**config.mk**
```make
export PLATFORM = sky130hd
export DESIGN_NAME = raifes_gpio_ahb
export DESIGN_NICKNAME = d
export VERILOG_FILES = /design/src/rtl/raifes_gpio_ahb_pkg.sv /design/src/rtl/raifes_gpio_ahb_sync2.sv /design/src/rtl/raifes_gpio_ahb.sv
export SDC_FILE = /design/constraint.sdc
export NUM_CORES = 1
export LEC_CHECK = 0
export CAP_MARGIN = 20
export CORE_MARGIN = 4
export CORE_UTILIZATION = 44
export DETAILED_ROUTE_END_ITERATION = 8
export PLACE_DENSITY = 0.95
export SYNTH_ARGS = -nofsm -noshare
export SYNTH_HDL_FRONTEND = slang
export SYNTH_SLANG_ARGS = --single-unit
```
**constraint.sdc**
```tcl
create_clock -name clk -period 4.11 [get_ports clk]
set_clock_uncertainty 0.1 [all_clocks]
set_input_delay 0.6165 -clock clk [delete_from_list [all_inputs] [get_ports clk]]
set_output_delay 0.6165 -clock clk [all_outputs]
set_load 0.05 [all_outputs]
```
**src/rtl/raifes_gpio_ahb_pkg.sv**
```systemverilog
// Shared constants for the HASTI GPIO slave: bus widths, register word offsets,
// error FSM states and response codes.
// Optional build macro: RAIFES_GPIO_IRQ_EN (adds IE/IP/POL registers).
package raifes_gpio_ahb_pkg;

   // HASTI bus widths
   localparam int unsigned HADDR_W  = 32;
   localparam int unsigned HDATA_W  = 32;
   localparam int unsigned HSIZE_W  = 3;
   localparam int unsigned HBURST_W = 3;
   localparam int unsigned HPROT_W  = 4;
   localparam int unsigned HTRANS_W = 2;
   localparam int unsigned OFF_W    = 6;   // word offset haddr[7:2]

   // Response codes
   localparam logic HRESP_OKAY  = 1'b0;
   localparam logic HRESP_ERROR = 1'b1;

   // Register word offsets (byte offset >> 2)
   localparam logic [OFF_W-1:0] OFF_DOUT = 6'h00;
   localparam logic [OFF_W-1:0] OFF_DIR  = 6'h01;
   localparam logic [OFF_W-1:0] OFF_DIN  = 6'h02;
   localparam logic [OFF_W-1:0] OFF_SET  = 6'h03;
   localparam logic [OFF_W-1:0] OFF_CLR  = 6'h04;
   localparam logic [OFF_W-1:0] OFF_TGL  = 6'h05;
   localparam logic [OFF_W-1:0] OFF_IE   = 6'h06;
   localparam logic [OFF_W-1:0] OFF_IP   = 6'h07;
   localparam logic [OFF_W-1:0] OFF_POL  = 6'h08;

   // Error response sequencer
   typedef enum logic [1:0] {
      ST_IDLE = 2'd0,
      ST_ERR1 = 2'd1,
      ST_ERR2 = 2'd2
   } state_t;

   // True when the word offset decodes to an implemented register
   function automatic logic offset_mapped(input logic [OFF_W-1:0] off);
`ifdef RAIFES_GPIO_IRQ_EN
      return (off <= OFF_POL);
`else
      return (off <= OFF_TGL);
`endif
   endfunction

endpackage

```
**src/rtl/raifes_gpio_ahb_sync2.sv**
```systemverilog
// Parametrised-width two-flop synchroniser for asynchronous pad inputs; resets to 0.
module raifes_gpio_ahb_sync2 #(
   parameter int unsigned WIDTH = 1
) (
   input  logic             clk,
   input  logic             reset,
   input  logic [WIDTH-1:0] d,
   output logic [WIDTH-1:0] q
);

   logic [WIDTH-1:0] meta;

   // Two back-to-back sampling stages
   always_ff @(posedge clk) begin
      if (reset) begin
         meta <= '0;
         q    <= '0;
      end else begin
         meta <= d;
         q    <= meta;
      end
   end

endmodule

```
**src/rtl/raifes_gpio_ahb.sv**
```systemverilog
// AHB-lite (HASTI) GPIO slave: zero-wait pipelined access, atomic SET/CLR/TGL,
// synchronised pad inputs, two-cycle ERROR on unmapped offsets.
// Optional build macro: RAIFES_GPIO_IRQ_EN (edge interrupt with IE/IP/POL and irq port).
module raifes_gpio_ahb
   import raifes_gpio_ahb_pkg::*;
#(
   parameter int unsigned N_GPIO    = 8,
   parameter logic [31:0] BASE_ADDR = 32'hC000_0000
) (
   input  logic                clk,
   input  logic                reset,
   output logic [N_GPIO-1:0]   gpio_d,
   output logic [N_GPIO-1:0]   gpio_en,
   input  logic [N_GPIO-1:0]   gpio_i,
   input  logic [HADDR_W-1:0]  haddr,
   input  logic                hwrite,
   input  logic [HSIZE_W-1:0]  hsize,
   input  logic [HBURST_W-1:0] hburst,
   input  logic                hmastlock,
   input  logic [HPROT_W-1:0]  hprot,
   input  logic [HTRANS_W-1:0] htrans,
   input  logic [HDATA_W-1:0]  hwdata,
   output logic [HDATA_W-1:0]  hrdata,
   output logic                hready,
   output logic                hresp
`ifdef RAIFES_GPIO_IRQ_EN
   ,
   output logic                irq
`endif
);

   state_t             state, state_nxt;
   logic               hready_nxt, hresp_nxt;
   logic [N_GPIO-1:0]  din_s;
   logic [OFF_W-1:0]   addr_off;
   logic               in_window, accept, map_ok;
   logic               dp_valid, dp_write;
   logic [OFF_W-1:0]   dp_off;
   logic [N_GPIO-1:0]  wdat;
   logic               wr;
   logic [N_GPIO-1:0]  dout_nxt, dir_nxt;
   logic [HDATA_W-1:0] rd_val;
   logic               unused_ok;

`ifdef RAIFES_GPIO_IRQ_EN
   logic [N_GPIO-1:0]  ie, ip, pol, din_prev;
   logic [N_GPIO-1:0]  ie_nxt, ip_nxt, pol_nxt, edge_det;
`endif

   raifes_gpio_ahb_sync2 #(.WIDTH(N_GPIO)) u_sync (
      .clk   (clk),
      .reset (reset),
      .d     (gpio_i),
      .q     (din_s)
   );

   assign unused_ok = ^{hsize, hburst, hmastlock, hprot, htrans[0], haddr[1:0], hwdata};

   assign addr_off  = haddr[7:2];
   assign in_window = (haddr[HADDR_W-1:8] == BASE_ADDR[HADDR_W-1:8]);
   assign accept    = hready & htrans[1] & in_window;
   assign map_ok    = offset_mapped(addr_off);
   assign wdat      = hwdata[N_GPIO-1:0];
   assign wr        = dp_valid & dp_write;

   // Error sequencer state and registered handshake outputs
   always_ff @(posedge clk) begin
      if (reset) begin
         state  <= ST_IDLE;
         hready <= 1'b1;
         hresp  <= HRESP_OKAY;
      end else begin
         state  <= state_nxt;
         hready <= hready_nxt;
         hresp  <= hresp_nxt;
      end
   end

   // Next state: unmapped access starts ERR1/ERR2; ERR2 may accept a new transfer
   always_comb begin
      state_nxt  = state;
      hready_nxt = 1'b1;
      hresp_nxt  = HRESP_OKAY;
      case (state)
         ST_IDLE, ST_ERR2: state_nxt = (accept && !map_ok) ? ST_ERR1 : ST_IDLE;
         ST_ERR1:          state_nxt = ST_ERR2;
         default:          state_nxt = ST_IDLE;
      endcase
      hready_nxt = (state_nxt != ST_ERR1);
      hresp_nxt  = (state_nxt == ST_ERR1 || state_nxt == ST_ERR2) ? HRESP_ERROR : HRESP_OKAY;
   end

   // Capture accepted address phase for the following data phase
   always_ff @(posedge clk) begin
      if (reset) begin
         dp_valid <= 1'b0;
         dp_write <= 1'b0;
         dp_off   <= '0;
      end else begin
         dp_valid <= accept & map_ok;
         dp_write <= hwrite;
         dp_off   <= addr_off;
      end
   end

`ifdef RAIFES_GPIO_IRQ_EN
   // Edge of the selected polarity on the synchronised input
   assign edge_det = (pol & din_s & ~din_prev) | (~pol & ~din_s & din_prev);
`endif

   // Register next values from the data-phase write
   always_comb begin
      dout_nxt = gpio_d;
      dir_nxt  = gpio_en;
`ifdef RAIFES_GPIO_IRQ_EN
      ie_nxt   = ie;
      pol_nxt  = pol;
      ip_nxt   = ip;
`endif
      if (wr) begin
         case (dp_off)
            OFF_DOUT: dout_nxt = wdat;
            OFF_DIR:  dir_nxt  = wdat;
            OFF_SET:  dout_nxt = gpio_d | wdat;
            OFF_CLR:  dout_nxt = gpio_d & ~wdat;
            OFF_TGL:  dout_nxt = gpio_d ^ wdat;
`ifdef RAIFES_GPIO_IRQ_EN
            OFF_IE:   ie_nxt   = wdat;
            OFF_IP:   ip_nxt   = ip & ~wdat;
            OFF_POL:  pol_nxt  = wdat;
`endif
            default:  ;
         endcase
      end
`ifdef RAIFES_GPIO_IRQ_EN
      ip_nxt = ip_nxt | edge_det;   // a new edge beats a same-cycle clear
`endif
   end

   // Read mux uses next values so a write followed by a read sees the new data
   always_comb begin
      rd_val = '0;
      case (addr_off)
         OFF_DOUT: rd_val = HDATA_W'(dout_nxt);
         OFF_DIR:  rd_val = HDATA_W'(dir_nxt);
         OFF_DIN:  rd_val = HDATA_W'(din_s);
`ifdef RAIFES_GPIO_IRQ_EN
         OFF_IE:   rd_val = HDATA_W'(ie_nxt);
         OFF_IP:   rd_val = HDATA_W'(ip_nxt);
         OFF_POL:  rd_val = HDATA_W'(pol_nxt);
`endif
         default:  rd_val = '0;
      endcase
   end

   // Register file and read data
   always_ff @(posedge clk) begin
      if (reset) begin
         gpio_d  <= '0;
         gpio_en <= '0;
         hrdata  <= '0;
      end else begin
         gpio_d  <= dout_nxt;
         gpio_en <= dir_nxt;
         hrdata  <= (accept && map_ok && !hwrite) ? rd_val : '0;
      end
   end

`ifdef RAIFES_GPIO_IRQ_EN
   // Interrupt enable/pending/polarity, edge history and level interrupt
   always_ff @(posedge clk) begin
      if (reset) begin
         ie       <= '0;
         ip       <= '0;
         pol      <= '0;
         din_prev <= '0;
         irq      <= 1'b0;
      end else begin
         ie       <= ie_nxt;
         ip       <= ip_nxt;
         pol      <= pol_nxt;
         din_prev <= din_s;
         irq      <= |(ip & ie);
      end
   end
`endif

endmodule
```
==> metrics.md <==
| Metric | Value |
|---|---|
| Outcome | `finished, final reports clean` |
| Yosys reg bits | `52` |
| Final-report setup violation count | `0` |
| Total clock buffers created by CTS | `5` |
| Upper clock frequency limit | `0.4096 GHz` |
| Clock Tree Buf Depth | `2` |
| I/O Pins | `138` |
| Critical Path RT | `4250 ps` |
| DR DRC count | `0` |
| Capturing element type of the critical path | `flip-flop` |
| Max-Cap Viols | `0` |
| Least-Margin Pin Slew | `817.4 ps` |
| Switching power summed over all nets | `0.0002594 W` |
| Area Overhead vs Synth | `27.02%` |
| Async set-reset flop share out of synthesis | `0%` |
| Maximum number of pins on one net before global-route repair | `45` |
| Clock Latency Late Sink | `300 ps` |
| Final core utilization | `58.76%` |
| TritonCTS sink count | `52` |
| Number of antenna-violating nets in the routed design | `0` |
| Yosys top cell area share | `37.34%` |
| Final hold viol count | `0` |
| Vias per std cell | `5.021` |
| Number of antenna violations at the first check in global routing | `0` |
| Total iterations of the first detailed-routing run | `5` |
| Mean instance size in the synthesized netlist | `9.816 um2` |
| Die footprint | `7673 um2` |
| Cell chosen for the clock root | `sky130_fd_sc_hd__clkbuf_8` |
| Commonest non-fill, non-tap cell in the layout | `sky130_fd_sc_hd__clkdlybuf4s50_1` |
| Diode insertion count for antenna repair | `0` |
| Library cell with the largest summed area after synthesis | `sky130_fd_sc_hd__dfxtp_1` |
| Leakage power of the design | `1.352 nW` |
| Post-layout instance count excluding filler cells | `427` |
| Headroom to the max-slew limit | `45.43%` |
| Proportion of power drawn by combinational gates | `15.9%` |
| Hold buffers post-CTS | `0` |
| Number of cell rows | `28` |
| Total detailed-routing wirelength | `6.258 mm` |
| Crit path kind | `in2reg` |
| Total placed cells including tap cells | `419` |
| Placed wire-length estimate | `4.893 mm` |
| Yosys warns | `0` |
| Number of nets in the final layout | `456` |
| Core area | `6026 um2` |
| Sequential group share of total power | `53.9%` |
| Initial detailed-routing violation count | `158` |
| Gates resized, CTS repair | `0` |
| Buffers inserted by post-CTS timing repair | `0` |
| Arrival time reported for the critical path endpoint | `2580 ps` |
| Worst hold slack across all endpoints | `335.6 ps` |
| Final estimated routing congestion in global placement | `0.8511` |
| Initial core utilization | `46.26%` |
| Post-synthesis instance total | `284` |
| Die height | `87.60 um` |
| Power density normalized to cell area | `274.9 nW/um2` |
| Crit start category | `primary input` |
| Part of the Yosys area used for sequential elements | `37.34%` |
| Number of enable-type register cells in the synthesized netlist | `0` |
| Period utilisation layout | `59.40%` |
| All-layer global routing usage | `16.88%` |
| Post-CTS clock slew at the launch and capture registers of the worst setup and hold paths | `90 ps` |
| Setup repair after global routing missed its margin | `false` |
| Clock tree from TritonCTS | `done` |
| Number of global-route vias before repair | `2175` |
| Fraction of layout cells with a size suffix above 1 | `9.943%` |
| Clk pwr share | `30.2%` |
| Count of cell types in the netlist | `38` |
| First-pass GRT wire length | `10.22 mm` |
| Number of input and output port buffers inserted | `75` |
| Fin Setup TNS | `0 ps` |
| Netlist area before placement | `2788 um2` |
| Maximum level of the CTS H-tree | `2` |
| Leading register cell type out of synthesis | `sky130_fd_sc_hd__dfxtp_1` |
| Die span in x | `87.60 um` |
| Commonest cells after routing, fill and taps aside | `sky130_fd_sc_hd__clkdlybuf4s50_1 (75), sky130_fd_sc_hd__dfxtp_1 (52), sky130_fd_sc_hd__nor2b_1 (34)` |
| Total count of max-transition violations in the final report | `0` |
| Worst min-delay path category | `reg2reg` |
| Switch share | `26.65%` |
| Final routed wire length divided by cell count | `14.66 um` |
| Top area cells in the synthesized netlist | `sky130_fd_sc_hd__dfxtp_1 (37%), sky130_fd_sc_hd__ha_1 (7.6%), sky130_fd_sc_hd__nor2b_1 (7.6%)` |
| Maximum vdd ir drop | `0.0001796 V` |
| Aggregate global routing overflow | `0` |
| Number of vias in the routed layout | `2144` |
| Internal Power | `0.0007141 W` |
| Shortest period the worst path allows | `2441 ps` |
| Crit path max fanout | `8` |
| Total Power Consumption | `0.0009735 W` |
## state kept, by name (all words and copies together) (netlist names), 2 cells and up
signal       cells
hrdata           8
state            2
dp_off           6
gpio_d           8
u_sync.meta      8
gpio_en          8
u_sync.q         8
## per-stage QoR
step / instance area, um2 / setup slack (ps)
2_1_floorplan: 2874 / 2093
3_3_place_gp: 3448 / 1393
3_5_place_dp: 3448 / 1288
4_1_cts: 3541 / 1683
5_1_grt: 3541 / 1455
6_report: 3541 / 1669
## power groups by stage
stage               combinational, W  clock, W  sequential [W]
global route                0.000166  0.000323        0.000527
global placement            0.000150         0        0.000536
finish                      0.000154  0.000294        0.000525
floorplan                   0.000114         0        0.000530
detailed placement          0.000153         0        0.000537
CTS                         0.000154  0.000301        0.000525
## final timing paths
path / depth (start not counted) / from / end / slack, ps
worst max-delay path: 5 / haddr[5] / hrdata[0] / 1670
worst min-delay path: 1 / u_sync.meta[0] / u_sync.q[0] / 340
worst max register to register: 4 / dp_off[0] / hrdata[0] / 1700
worst min register to register: 1 / u_sync.meta[0] / u_sync.q[0] / 340
## routing by layer
layer | wire [um] | share of wire (%) | vias up | GRT usage (%)
met5 | 0 | 0 | - | 0
li1 | - | - | 1067 | -
met3 | 448 | 7.2 | 9 | 5.080
met1 | 2456 | 39 | 999 | 20.07
met4 | 94 | 1.5 | 0 | 4.881
met2 | 3259 | 52 | 69 | 29.38
## worst max-delay path, cell delays in order
cell	delay, ps
sky130_fd_sc_hd__clkdlybuf4s50_1	400
sky130_fd_sc_hd__or3_1	530
sky130_fd_sc_hd__nor4b_2	680
sky130_fd_sc_hd__a22oi_1	180
sky130_fd_sc_hd__a21oi_1	160
## logic make-up (layout without fill, tap and decap cells)
family	count (synthesis)	in the layout	synth area share, %
fa+ha+maj	17	17	7.630
xor+xnor	1	1	0.5836
buf+inv	55	100	12.12
mux	16	16	7.541
flops	52	52	37.34
simple gates	100	100	25.18
other cells	1	24	0.1345
compound gates	42	42	9.470
## Yosys cell counts (2+ instances only)
cell type	n
sky130_fd_sc_hd__nor2b_1	34
sky130_fd_sc_hd__o21ai_1	8
sky130_fd_sc_hd__and3b_1	8
sky130_fd_sc_hd__nand2b_1	2
sky130_fd_sc_hd__inv_1	16
sky130_fd_sc_hd__a22oi_1	8
sky130_fd_sc_hd__nand2_1	2
sky130_fd_sc_hd__buf_2	3
sky130_fd_sc_hd__buf_4	24
sky130_fd_sc_hd__o211ai_2	2
sky130_fd_sc_hd__dfxtp_1	52
sky130_fd_sc_hd__nor3b_1	8
sky130_fd_sc_hd__nor4_4	2
sky130_fd_sc_hd__a21oi_1	9
sky130_fd_sc_hd__nor4b_2	2
sky130_fd_sc_hd__mux2_4	8
sky130_fd_sc_hd__buf_6	5
sky130_fd_sc_hd__ha_1	17
sky130_fd_sc_hd__nor4_1	5
sky130_fd_sc_hd__o21ai_0	8
sky130_fd_sc_hd__mux2_2	8
sky130_fd_sc_hd__nand4_1	9
sky130_fd_sc_hd__nor2_1	11
sky130_fd_sc_hd__o211ai_1	6
sky130_fd_sc_hd__clkbuf_1	6
sky130_fd_sc_hd__nand3_1	9
## cell type report
| cell class | count | area [um2] |
|---|---|---|
| clock inverters | 2 | 10.01 |
| clock buffers | 6 | 82.58 |
| multi-input cells | 200 | 1495 |
| inverters | 16 | 60.06 |
| flip-flops and latches | 52 | 1041 |
| fillers | 507 | 2485 |
| repair buffers | 76 | 758.2 |
| well taps | 75 | 93.84 |
Power figures use the tool's default switching activity.
